==> src/rtl/usb_rx_pkt_decoder.sv <==
// usb_rx_pkt_decoder: USB 2.0 packet-level receive decoder behind the ULPI RX
// stream. Checks PID/length/CRC5/CRC16 and splits tokens, SOF, handshakes, data.
// Ports: ulpi_clk/ulpi_rst_n (async active-low); rx_t* input stream (never
//   back-pressured); tok_*, sof_*, hs_* pulses; out_t* payload stream;
//   data_done/pid/len/crc_ok per data packet; err_valid/err_code per packet.
// Option: define USB_RX_CRC_STRIP_EN to hold back 2 bytes and strip CRC16
//   from out_*; otherwise every post-PID byte (CRC included) is forwarded.
module usb_rx_pkt_decoder #(
    parameter int MAX_PAYLOAD = 1024
) (
    input  logic        ulpi_clk,
    input  logic        ulpi_rst_n,
    input  logic [7:0]  rx_tdata,
    input  logic        rx_tlast,
    input  logic        rx_tvalid,
    output logic        rx_tready,
    output logic        tok_valid,
    output logic [3:0]  tok_pid,
    output logic [6:0]  tok_addr,
    output logic [3:0]  tok_endp,
    output logic        sof_valid,
    output logic [10:0] sof_frame,
    output logic        hs_valid,
    output logic [3:0]  hs_pid,
    output logic [7:0]  out_tdata,
    output logic        out_tvalid,
    output logic        out_tlast,
    output logic        data_done,
    output logic [3:0]  data_pid,
    output logic [10:0] data_len,
    output logic        data_crc_ok,
    output logic        err_valid,
    output logic [2:0]  err_code
);

    localparam logic [1:0] S_IDLE  = 2'd0;
    localparam logic [1:0] S_TOKEN = 2'd1;
    localparam logic [1:0] S_DATA  = 2'd2;
    localparam logic [1:0] S_DROP  = 2'd3;

    // Highest post-PID byte count that still fits payload + CRC16.
    localparam logic [11:0] CNT_MAX   = 12'(MAX_PAYLOAD + 2);
    localparam logic [4:0]  CRC5_RES  = 5'b01100;
    localparam logic [15:0] CRC16_RES = 16'h800D;

    function automatic logic [4:0] crc5_byte(logic [4:0] c, logic [7:0] d);
        for (int i = 0; i < 8; i++) begin
            if (c[4] ^ d[i]) c = {c[3:0], 1'b0} ^ 5'h05;
            else             c = {c[3:0], 1'b0};
        end
        return c;
    endfunction

    function automatic logic [15:0] crc16_byte(logic [15:0] c, logic [7:0] d);
        for (int i = 0; i < 8; i++) begin
            if (c[15] ^ d[i]) c = {c[14:0], 1'b0} ^ 16'h8005;
            else              c = {c[14:0], 1'b0};
        end
        return c;
    endfunction

    logic [1:0]  state_q, state_d;
    logic        tidx_q, tidx_d;
    logic [7:0]  b1_q, b1_d;
    logic [3:0]  tpid_q, tpid_d;
    logic [4:0]  crc5_q, crc5_d;
    logic [15:0] crc16_q, crc16_d;
    logic [11:0] cnt_q, cnt_d;
    logic        tokv_q, tokv_d, sofv_q, sofv_d, hsv_q, hsv_d;
    logic [3:0]  tokp_q, tokp_d, hsp_q, hsp_d, dpid_q, dpid_d;
    logic [6:0]  addr_q, addr_d;
    logic [3:0]  endp_q, endp_d;
    logic [10:0] frame_q, frame_d, dlen_q, dlen_d;
    logic [7:0]  odata_q, odata_d;
    logic        ovalid_q, ovalid_d, olast_q, olast_d;
    logic        done_q, done_d, crcok_q, crcok_d;
    logic        errv_q, errv_d;
    logic [2:0]  errc_q, errc_d;
`ifdef USB_RX_CRC_STRIP_EN
    logic [7:0]  h0_q, h0_d, h1_q, h1_d;
`endif

    logic [3:0]  pid;
    logic        pid_ok, is_tok, is_hs, is_data;
    logic [4:0]  c5;
    logic [15:0] c16;
    logic [11:0] cnt_inc;

    assign pid     = rx_tdata[3:0];
    assign pid_ok  = (rx_tdata[7:4] == ~rx_tdata[3:0]);
    assign is_tok  = pid inside {4'b0001, 4'b1001, 4'b1101, 4'b0100, 4'b0101};
    assign is_hs   = pid inside {4'b0010, 4'b1010, 4'b1110, 4'b0110};
    assign is_data = pid inside {4'b0011, 4'b1011, 4'b0111, 4'b1111};
    assign c5      = crc5_byte(crc5_q, rx_tdata);
    assign c16     = crc16_byte(crc16_q, rx_tdata);
    assign cnt_inc = cnt_q + 12'd1;

    always_comb begin
        state_d  = state_q;
        tidx_d   = tidx_q;
        b1_d     = b1_q;
        tpid_d   = tpid_q;
        crc5_d   = crc5_q;
        crc16_d  = crc16_q;
        cnt_d    = cnt_q;
        tokv_d   = 1'b0;
        tokp_d   = tokp_q;
        addr_d   = addr_q;
        endp_d   = endp_q;
        sofv_d   = 1'b0;
        frame_d  = frame_q;
        hsv_d    = 1'b0;
        hsp_d    = hsp_q;
        odata_d  = odata_q;
        ovalid_d = 1'b0;
        olast_d  = 1'b0;
        done_d   = 1'b0;
        dpid_d   = dpid_q;
        dlen_d   = dlen_q;
        crcok_d  = crcok_q;
        errv_d   = 1'b0;
        errc_d   = errc_q;
`ifdef USB_RX_CRC_STRIP_EN
        h0_d     = h0_q;
        h1_d     = h1_q;
`endif
        if (rx_tvalid) begin
            unique case (state_q)
                S_IDLE: begin
                    if (!pid_ok) begin
                        errv_d = 1'b1;
                        errc_d = 3'd1;
                        if (!rx_tlast) state_d = S_DROP;
                    end else if (is_tok) begin
                        if (rx_tlast) begin
                            errv_d = 1'b1;
                            errc_d = 3'd3;
                        end else begin
                            state_d = S_TOKEN;
                            tidx_d  = 1'b0;
                            tpid_d  = pid;
                            crc5_d  = 5'h1F;
                        end
                    end else if (is_hs) begin
                        if (rx_tlast) begin
                            hsv_d = 1'b1;
                            hsp_d = pid;
                        end else begin
                            errv_d  = 1'b1;
                            errc_d  = 3'd3;
                            state_d = S_DROP;
                        end
                    end else if (is_data) begin
                        dpid_d = pid;
                        if (rx_tlast) begin
                            errv_d  = 1'b1;
                            errc_d  = 3'd3;
                            done_d  = 1'b1;
                            dlen_d  = 11'd0;
                            crcok_d = 1'b0;
                        end else begin
                            state_d = S_DATA;
                            cnt_d   = 12'd0;
                            crc16_d = 16'hFFFF;
                        end
                    end else begin
                        errv_d = 1'b1;
                        errc_d = 3'd2;
                        if (!rx_tlast) state_d = S_DROP;
                    end
                end
                S_TOKEN: begin
                    crc5_d = c5;
                    if (!tidx_q) begin
                        b1_d   = rx_tdata;
                        tidx_d = 1'b1;
                        if (rx_tlast) begin
                            errv_d  = 1'b1;
                            errc_d  = 3'd3;
                            state_d = S_IDLE;
                        end
                    end else if (!rx_tlast) begin
                        errv_d  = 1'b1;
                        errc_d  = 3'd3;
                        state_d = S_DROP;
                    end else begin
                        state_d = S_IDLE;
                        if (c5 != CRC5_RES) begin
                            errv_d = 1'b1;
                            errc_d = 3'd4;
                        end else if (tpid_q == 4'b0101) begin
                            sofv_d  = 1'b1;
                            frame_d = {rx_tdata[2:0], b1_q};
                        end else begin
                            tokv_d = 1'b1;
                            tokp_d = tpid_q;
                            addr_d = b1_q[6:0];
                            endp_d = {rx_tdata[2:0], b1_q[7]};
                        end
                    end
                end
                S_DATA: begin
                    cnt_d   = cnt_inc;
                    crc16_d = c16;
                    if (cnt_inc > CNT_MAX) begin
                        errv_d  = 1'b1;
                        errc_d  = 3'd5;
                        state_d = rx_tlast ? S_IDLE : S_DROP;
                    end else begin
`ifdef USB_RX_CRC_STRIP_EN
                        // Two-byte delay: the last two bytes are the CRC.
                        h0_d = rx_tdata;
                        h1_d = h0_q;
                        if (cnt_inc >= 12'd3) begin
                            ovalid_d = 1'b1;
                            odata_d  = h1_q;
                            olast_d  = rx_tlast;
                        end
`else
                        ovalid_d = 1'b1;
                        odata_d  = rx_tdata;
                        olast_d  = rx_tlast;
`endif
                        if (rx_tlast) begin
                            state_d = S_IDLE;
                            done_d  = 1'b1;
                            if (cnt_inc < 12'd2) begin
                                errv_d  = 1'b1;
                                errc_d  = 3'd3;
                                dlen_d  = 11'd0;
                                crcok_d = 1'b0;
                            end else begin
                                dlen_d  = 11'(cnt_inc - 12'd2);
                                crcok_d = (c16 == CRC16_RES);
                                if (c16 != CRC16_RES) begin
                                    errv_d = 1'b1;
                                    errc_d = 3'd6;
                                end
                            end
                        end
                    end
                end
                S_DROP: begin
                    if (rx_tlast) state_d = S_IDLE;
                end
            endcase
        end
    end

    always_ff @(posedge ulpi_clk or negedge ulpi_rst_n) begin
        if (!ulpi_rst_n) begin
            state_q  <= S_IDLE;
            tidx_q   <= 1'b0;
            b1_q     <= '0;
            tpid_q   <= '0;
            crc5_q   <= '0;
            crc16_q  <= '0;
            cnt_q    <= '0;
            tokv_q   <= 1'b0;
            tokp_q   <= '0;
            addr_q   <= '0;
            endp_q   <= '0;
            sofv_q   <= 1'b0;
            frame_q  <= '0;
            hsv_q    <= 1'b0;
            hsp_q    <= '0;
            odata_q  <= '0;
            ovalid_q <= 1'b0;
            olast_q  <= 1'b0;
            done_q   <= 1'b0;
            dpid_q   <= '0;
            dlen_q   <= '0;
            crcok_q  <= 1'b0;
            errv_q   <= 1'b0;
            errc_q   <= '0;
`ifdef USB_RX_CRC_STRIP_EN
            h0_q     <= '0;
            h1_q     <= '0;
`endif
        end else begin
            state_q  <= state_d;
            tidx_q   <= tidx_d;
            b1_q     <= b1_d;
            tpid_q   <= tpid_d;
            crc5_q   <= crc5_d;
            crc16_q  <= crc16_d;
            cnt_q    <= cnt_d;
            tokv_q   <= tokv_d;
            tokp_q   <= tokp_d;
            addr_q   <= addr_d;
            endp_q   <= endp_d;
            sofv_q   <= sofv_d;
            frame_q  <= frame_d;
            hsv_q    <= hsv_d;
            hsp_q    <= hsp_d;
            odata_q  <= odata_d;
            ovalid_q <= ovalid_d;
            olast_q  <= olast_d;
            done_q   <= done_d;
            dpid_q   <= dpid_d;
            dlen_q   <= dlen_d;
            crcok_q  <= crcok_d;
            errv_q   <= errv_d;
            errc_q   <= errc_d;
`ifdef USB_RX_CRC_STRIP_EN
            h0_q     <= h0_d;
            h1_q     <= h1_d;
`endif
        end
    end

    // Never back-pressure; low only while reset is held.
    assign rx_tready   = ulpi_rst_n;
    assign tok_valid   = tokv_q;
    assign tok_pid     = tokp_q;
    assign tok_addr    = addr_q;
    assign tok_endp    = endp_q;
    assign sof_valid   = sofv_q;
    assign sof_frame   = frame_q;
    assign hs_valid    = hsv_q;
    assign hs_pid      = hsp_q;
    assign out_tdata   = odata_q;
    assign out_tvalid  = ovalid_q;
    assign out_tlast   = olast_q;
    assign data_done   = done_q;
    assign data_pid    = dpid_q;
    assign data_len    = dlen_q;
    assign data_crc_ok = crcok_q;
    assign err_valid   = errv_q;
    assign err_code    = errc_q;

endmodule

==> config.mk <==
export PLATFORM = sky130hd
export DESIGN_NAME = usb_rx_pkt_decoder
export DESIGN_NICKNAME = d
export VERILOG_FILES = /design/src/rtl/usb_rx_pkt_decoder.sv
export SDC_FILE = /design/constraint.sdc
export NUM_CORES = 1
export LEC_CHECK = 0
export CORE_UTILIZATION = 56
export DETAILED_ROUTE_END_ITERATION = 16
export PLACE_DENSITY = 0.8
export SLEW_MARGIN = 0
export SYNTH_ARGS = -nofsm -noshare
export SYNTH_HDL_FRONTEND = slang
export SYNTH_SLANG_ARGS = --single-unit
export TNS_END_PERCENT = 50
==> constraint.sdc <==
create_clock -name ulpi_clk -period 3.27 [get_ports ulpi_clk]
set_clock_uncertainty 0.05 [all_clocks]
set_input_delay 0.981 -clock ulpi_clk [delete_from_list [all_inputs] [get_ports ulpi_clk]]
set_output_delay 0.981 -clock ulpi_clk [all_outputs]
set_load 0.05 [all_outputs]
==> summary.txt, run 1 <==
Yosys
  – Largest family of logic cells by synthesized area: simple AND/OR/NAND/NOR gates
  – Share of flip-flops with an asynchronous set or reset: 1.00
  – Top cell type's share of synthesized area: 0.467
  – YS warnings: 0
  – Synthesis-stage register bit count: 112
  – Compound-cell area share of the yosys netlist: 0.128
  – Cell area after synthesis: 6000 sq um
  – Dominant cells by area after synthesis: dfrtp_1 (47%), mux2_2 (8.3%), xnor2_1 (6.1%)
  – Adder-cell share of the synthesized area: 0.0146
  – Post-synth cell types: 64
  – Sequential area share after synthesis: 0.467
  – Synthesized instance count: 564
  – Syn avg cell area: 10.6 sq um
  – Largest area contributor in the netlist: dfrtp_1
  – Number of synthesized flops with an enable pin: 0
  – Synth Area in Simple Gates: 0.131
  – Prevailing post-synth register cell: dfrtp_1
  – XOR/XNOR Fraction of Synth Area: 0.0936
  – Post-synth net total: 583
  – Mux share of post-synthesis cell area: 0.116

Worst setup path
  – Critical path class: input pin to register
  – CP required: 3.51 ns
  – Critical path origin: rx_tdata[3]
  – R2R Path Start: cnt_q[1]
  – Buffers & Inverters on Critical Path: 2
  – R2r endpoint: data_len[0]
  – R2R setup slack: 0.28 ns
  – CP Depth: 9
  – Worst setup SP type: input pin
  – Worst setup path end: err_code[2]
  – Max incr delay on CP: 0.50 ns
  – Reg2reg path depth: 8
  – CP max-delay cell: clkdlybuf4s50_1
  – Crit path cell chain: clkdlybuf4s50_1, buf_4, xnor2_4, xnor3_1, xnor3_2, and4_1, o31ai_1, a21bo_2, a32o_1
  – Critical path fanouts, max: 4
  – Crit end category: register
  – Worst EP arrival: 3.47 ns
  – CP delay by family, top: XOR/XNOR gates

Detailed routing
  – Remaining DRCs: 0
  – Routed Antenna Nets: 0
  – Vias/cell: 5.71
  – DRT Wirelength: 14100 um
  – Routed length per instance: 17.2 um
  – Drt first pass iters: 5
  – Via Count: 4685
  – DR iter-0 viols: 308

Clock network
  – Clock transition at path regs: 0.10 ns
  – # Post-CTS Setup Buffers: 0
  – Clock latency on the worst-skew pair: 0.40 ns
  – CTS tree: yes
  – Cts-stage hold buffer count: 0
  – Htree depth: 3
  – Sink Count: 112
  – CTS root buf: clkbuf_8
  – Post-CTS sizing: 0
  – CTS buffer count: 9
  – Clock buffer depth: 2

GRT
  – Pin count of the biggest net entering global routing: 58
  – First-pass GRT wire length: 23700 um
  – GRT Resource Usage Total: 0.273
  – Vias in the first global route: 4637
  – Initial antenna violation count: 0
  – Grt total ovfl: 0

Final layout
  – Final #Nets: 698
  – Number of diodes: 0
  – Layout cells sized above 1: 0.232
  – Final core occ: 0.719
  – Area growth, synth to finish: 24.2%

Die
  – Chip width: 106 um
  – FP Rows: 37
  – Ports: 77
  – Core Area: 10400 sq um
  – Chip Height: 106 um
  – Die area: 11100 sq um
  – Initial Utilization: 0.579

Placement
  – Final GP Congestion: 0.900
  – IO Port Bufs: 76
  – Post-DP HPWL: 10500 um

STA
  – Max-slew violations: 0
  – Final setup TNS: 0 ns
  – Slew @ Worst Pin: 0.713 ns
  – Tcrit/Tclk final: 0.988
  – Slew margin rel.: 0.525
  – Setup violators final: 0
  – Tmin final: 3.23 ns
  – Fmax: 309 MHz
  – Final hold violation count: 0

Pwr
  – Leak: 3.41 nW
  – Pwr per Cell Area: 783 nW/um^2
  – VDD IR-drop max: 0.569 mV

Status
  – Run status: complete, no violations

Worst hold path
  – Min-Delay Path Class: register to register

Job
  – Max-cap viol count: 0
==> flip-flops by register name, indices dropped and copies added (netlist names), 3 cells and up <==
name	count
hs_pid	4
sof_frame	11
tok_addr	7
tpid_q	4
cnt_q	12
err_code	3
out_tdata	8
crc5_q	5
data_pid	4
b1_q	8
crc16_q	16
data_len	11
tok_pid	4
tok_endp	4
==> cells by family (layout without fill, tap and decap cells) <==
kind of cell / after synthesis / count (layout)
AO/OA/AOI/OAI: 117 / 117
buffers and inverters: 56 / 176
multiplexers: 59 / 59
AND/OR/NAND/NOR: 156 / 156
flip-flops: 112 / 112
XOR/XNOR: 57 / 57
adder cells (fa/ha/maj): 7 / 7
==> Yosys cell counts (all sizes together) (4+ instances only) <==
master	n
dfrtp	112
mux2	54
nand2	50
xnor2	44
nor2	42
o21ai	37
buf	24
inv	19
o31ai	16
a31oi	14
clkbuf	13
a21oi	12
nand3	12
xor2	11
nor4	8
o211ai	8
ha	7
nand4	7
or2	7
a21o	6
and2	6
and3	6
mux2i	5
nand2b	4
o22ai	4
==> metal layers <==
metal | wire [um] | vias up | global-route usage
met1 | 6310 | 2295 | 0.372
met4 | 255 | 0 | 0.115
met2 | 6940 | 157 | 0.442
li1 | - | 2211 | -
met5 | 0 | - | 0
met3 | 624 | 22 | 0.0353
==> worst reg2reg max path, cell delays in order (launching register included) <==
cell	delay, ns
dfrtp_1	0.37
ha_1	0.38
nand4_1	0.27
nor2_1	0.27
mux2_2	0.39
o21ai_2	0.19
o211a_1	0.17
or2_1	0.39
mux2_2	0.41
==> per-stage QoR <==
step                      power, mW  instance area [sq um]  std cells  hold WS (ns)  setup WS (ns)
final                          5.84                   7450        820         0.434         0.0382
after global routing           6.15                   7450        820         0.454        -0.0120
after CTS                      5.81                   7430        820         0.438         0.0433
after detailed placement       4.94                   7230        804         0.415         -0.360
after global placement         4.84                   7230        804         0.400         -0.224
after floorplan                3.93                   6000        564         0.410          0.252
==> cell usage in the layout (no fill, tap or decap), types with 3 or more instances in the layout <==
cell type,instances
a21o_1,6
a21oi_1,12
a31oi_1,14
a32oi_1,3
and2_1,6
and3_1,6
and4_1,3
buf_12,3
buf_4,64
clkbuf_8,9
clkdlybuf4s50_1,73
dfrtp_1,112
ha_1,7
inv_1,19
mux2_2,44
mux2_4,10
mux2i_1,5
nand2_1,49
nand2b_1,4
nand3_1,11
nand4_1,7
nor2_1,41
nor3_1,3
nor3b_1,3
nor4_1,6
o211ai_1,8
o21ai_0,35
o22ai_1,3
o31ai_1,16
or2_2,6
xnor2_1,40
xnor2_2,3
xor2_1,10
==> power by group <==
group | switching [mW] | total [mW] | internal, mW
clock | 0.498 | 0.861 | 0.363
combinational | 1.68 | 3.04 | 1.36
sequential | 0.238 | 1.94 | 1.70
total | 2.41 | 5.84 | 3.42
==> layout make-up <==
cell class,count,area [sq um]
Multi-Input combinational cell,396,2930
Fill cell,785,2920
Sequential cell,112,2800
Timing Repair Buffer,141,1280
Tap cell,136,170
Clock buffer,9,124
Clock inverter,7,76.3
Inverter,19,71.3
==> how the worst min path moves through the flow <==
stage | cells after the start | to | start | slack [ns]
6_report | 1 | data_len[5] | data_len[5] | 0.43
3_5_place_dp | 1 | data_len[5] | data_len[5] | 0.41
4_1_cts | 1 | data_len[5] | data_len[5] | 0.44
3_3_place_gp | 1 | hs_pid[1] | hs_pid[1] | 0.40
5_1_grt | 1 | data_len[5] | data_len[5] | 0.45
2_1_floorplan | 2 | crc16_q[10] | crc16_q[10] | 0.41
Power figures use the tool's default switching activity.
==> inputs of run 2 (changes only) <==
--- a/constraint.sdc
+++ b/constraint.sdc
@@ -4,2 +4,2 @@
 set_output_delay 0.981 -clock ulpi_clk [all_outputs]
-set_load 0.05 [all_outputs]
+set_load 0.02 [all_outputs]
==> run 2 against run 1 <==
  * Power down 5.3%
  * Maximum frequency is 3.3% higher
  * Sequential power about the same
==> summary.txt, run 2 (synthesis gave the netlist of run 1 again) <==
Status
  – Run status: complete, no violations (unchanged)

Worst setup path
  – Buffers & Inverters on Critical Path: 2 (unchanged)
  – Crit end category: register (unchanged)
  – Crit path cell chain: clkdlybuf4s50_1, xnor2_1, buf_4, or4_1, mux2i_1, and4_1, o31ai_2, a21bo_2, a32o_1 (was clkdlybuf4s50_1, buf_4, xnor2_4, xnor3_1, xnor3_2, and4_1, o31ai_1, a21bo_2, a32o_1)
  – R2r endpoint: data_len[2] (was data_len[0])
  – Reg2reg path depth: 8 (unchanged)
  – R2R Path Start: cnt_q[1] (unchanged)
  – Max incr delay on CP: 0.70 ns (was 0.50 ns)
  – Critical path origin: rx_tdata[2] (was rx_tdata[3])
  – Worst setup SP type: input pin (unchanged)
  – CP max-delay cell: clkdlybuf4s50_1 (unchanged)
  – CP delay by family, top: buffers and inverters (was XOR/XNOR gates)
  – Critical path fanouts, max: 5 (was 4)
  – CP required: 3.50 ns (was 3.51 ns)
  – R2R setup slack: 0.24 ns (was 0.28 ns)
  – Worst EP arrival: 3.35 ns (was 3.47 ns)
  – Critical path class: input pin to register (unchanged)

GRT
  – Initial antenna violation count: 0 (unchanged)
  – Grt total ovfl: 0 (unchanged)
  – Vias in the first global route: 4716 (was 4637)
  – First-pass GRT wire length: 24400 um (was 23700 um)
  – Top Usage Layer GRT: met2 (unchanged)
  – GRT met1 Usage: 0.388 (was 0.372)
  – GRT Resource Usage Total: 0.281 (was 0.273)
  – Pin count of the biggest net entering global routing: 58 (unchanged)
  – Met2 Usage GRT: 0.469 (was 0.442)
  – Met3 GRT Util: 0.0291 (was 0.0353)

STA
  – Max-slew violations: 0 (unchanged)
  – Slew @ Worst Pin: 0.719 ns (was 0.713 ns)
  – Tcrit/Tclk final: 0.956 (was 0.988)
  – Slew margin rel.: 0.521 (was 0.525)
  – RSZ-0062 raised after global routing: false
  – Fmax: 320 MHz (was 309 MHz)
  – Final hold violation count: 0 (unchanged)
  – Final setup TNS: 0 ns (unchanged)
  – Worst hold slack: 0.430 ns (was 0.434 ns)
  – Setup violators final: 0 (unchanged)
  – Tmin final: 3.13 ns (was 3.23 ns)

Detailed routing
  – Routed Antenna Nets: 0 (unchanged)
  – Remaining DRCs: 0 (unchanged)
  – DR iter-0 viols: 238 (was 308)
  – Vias/cell: 5.73 (was 5.71)
  – Routed length per instance: 17.7 um (was 17.2 um)
  – Drt first pass iters: 5 (unchanged)
  – DRT Wirelength: 14600 um (was 14100 um)
  – Via Count: 4711 (was 4685)

Clock network
  – CTS buffer count: 9 (unchanged)
  – Cts-stage hold buffer count: 0 (unchanged)
  – Clock transition at path regs: 0.10 ns (about the same)
  – CTS tree: yes (unchanged)
  – Sink Count: 112 (unchanged)
  – Post-CTS sizing: 0 (unchanged)
  – Htree depth: 3 (unchanged)
  – Clock buffer depth: 2 (unchanged)
  – Clock latency on the worst-skew pair: 0.38 ns (was 0.40 ns)
  – # Post-CTS Setup Buffers: 0 (unchanged)
  – CTS root buf: clkbuf_8 (unchanged)

Final layout
  – Final core occ: 0.717 (was 0.719)
  – Regs by FF count: crc16_q (16), cnt_q (12) (unchanged)
  – Most frequent cells in the layout: dfrtp_1 (112), clkdlybuf4s50_1 (75), buf_4 (67) (was dfrtp_1 (112), clkdlybuf4s50_1 (73), buf_4 (64))
  – Area growth, synth to finish: 23.8% (was 24.2%)
  – Final #Nets: 701 (was 698)
  – Number of diodes: 0 (unchanged)
  – Commonest non-fill, non-tap cell in the layout: dfrtp_1 (unchanged)
  – Max reg flops: 16 (unchanged)
  – Non-filler cells, final: 822 (was 820)
  – Layout cells sized above 1: 0.235 (was 0.232)
  – Largest Register: crc16_q (unchanged)

Worst hold path
  – Hold wc startpoint: data_pid[1] (was data_len[5])
  – Min-Delay Path Class: register to register (unchanged)
  – Worst Hold Depth: 1 (unchanged)
  – Min-Delay Endpoint: data_pid[1] (was data_len[5])

Placement
  – Final GP Congestion: 0.886 (was 0.900)
  – IO Port Bufs: 76 (unchanged)
  – Post-DP HPWL: 10800 um (was 10500 um)
  – Inst Count DP: 807 (was 804)

Die
  – Ports: 77 (unchanged)
  – FP Rows: 37 (unchanged)
  – Chip Height: 106 um (unchanged)
  – Die area: 11100 sq um (unchanged)
  – Initial Utilization: 0.579 (unchanged)
  – Chip width: 106 um (unchanged)
  – Core Area: 10400 sq um (unchanged)

Pwr
  – Design Power: 5.53 mW (was 5.84 mW)
  – VDD IR-drop max: 0.413 mV (was 0.569 mV)
  – Leak: 3.38 nW (was 3.41 nW)
  – Pwr per Cell Area: 744 nW/um^2 (was 783 nW/um^2)

Job
  – Max-cap viol count: 0 (unchanged)
run 2: per-layer routing:
| metal | share of wire | wire [um] |
|---|---|---|
| met2 | 0.49 | 7200 |
| met3 | 0.042 | 606 |
| met4 | 0.014 | 208 |
| met1 | 0.45 | 6550 |
| met5 | 0 | 0 |
run 2: area by class of cell:
cell class	count	area, sq um
repair buffers	144	1290
clock inverters	4	28.8
flip-flops and latches	112	2800
clock buffers	11	151
fillers	775	2940
inverters	19	71.3
well taps	136	170
multi-input cells	396	2910
run 2: power by group:
part	total [mW]	internal, mW	switching [mW]	leakage [nW]
Sequential	1.95	1.70	0.251	1.44
Combinational	2.79	1.41	1.38	1.86
Clock	0.787	0.317	0.470	0.0878
run 2: how the worst max path moves through the flow:
| stage | end | slack, ns | depth (start not counted) |
|---|---|---|---|
| final | err_code[2] | 0.14 | 9 |
| after global routing | tok_pid[1] | 0.02 | 8 |
| after CTS | err_code[2] | 0.1 | 8 |
| after detailed placement | err_code[2] | -0.29 | 8 |
| after global placement | tok_addr[5] | -0.21 | 8 |
| after floorplan | data_len[1] | 0.25 | 9 |
run 2: worst reg2reg max path, cell delays in order, from the launching register on:
cell	delay, ns
dfrtp_1	0.50
ha_1	0.42
nand4_1	0.26
nor3_1	0.24
xnor2_1	0.28
nand2_1	0.25
o211a_1	0.20
or2_2	0.40
mux2_4	0.33
run 2: through the flow:
| stage | setup WS, ns | area [sq um] |
|---|---|---|
| 2_1_floorplan | 0.252 | 6000 |
| 3_3_place_gp | -0.208 | 7240 |
| 3_5_place_dp | -0.290 | 7240 |
| 4_1_cts | 0.0963 | 7420 |
| 5_1_grt | 0.0219 | 7430 |
| 6_report | 0.143 | 7430 |
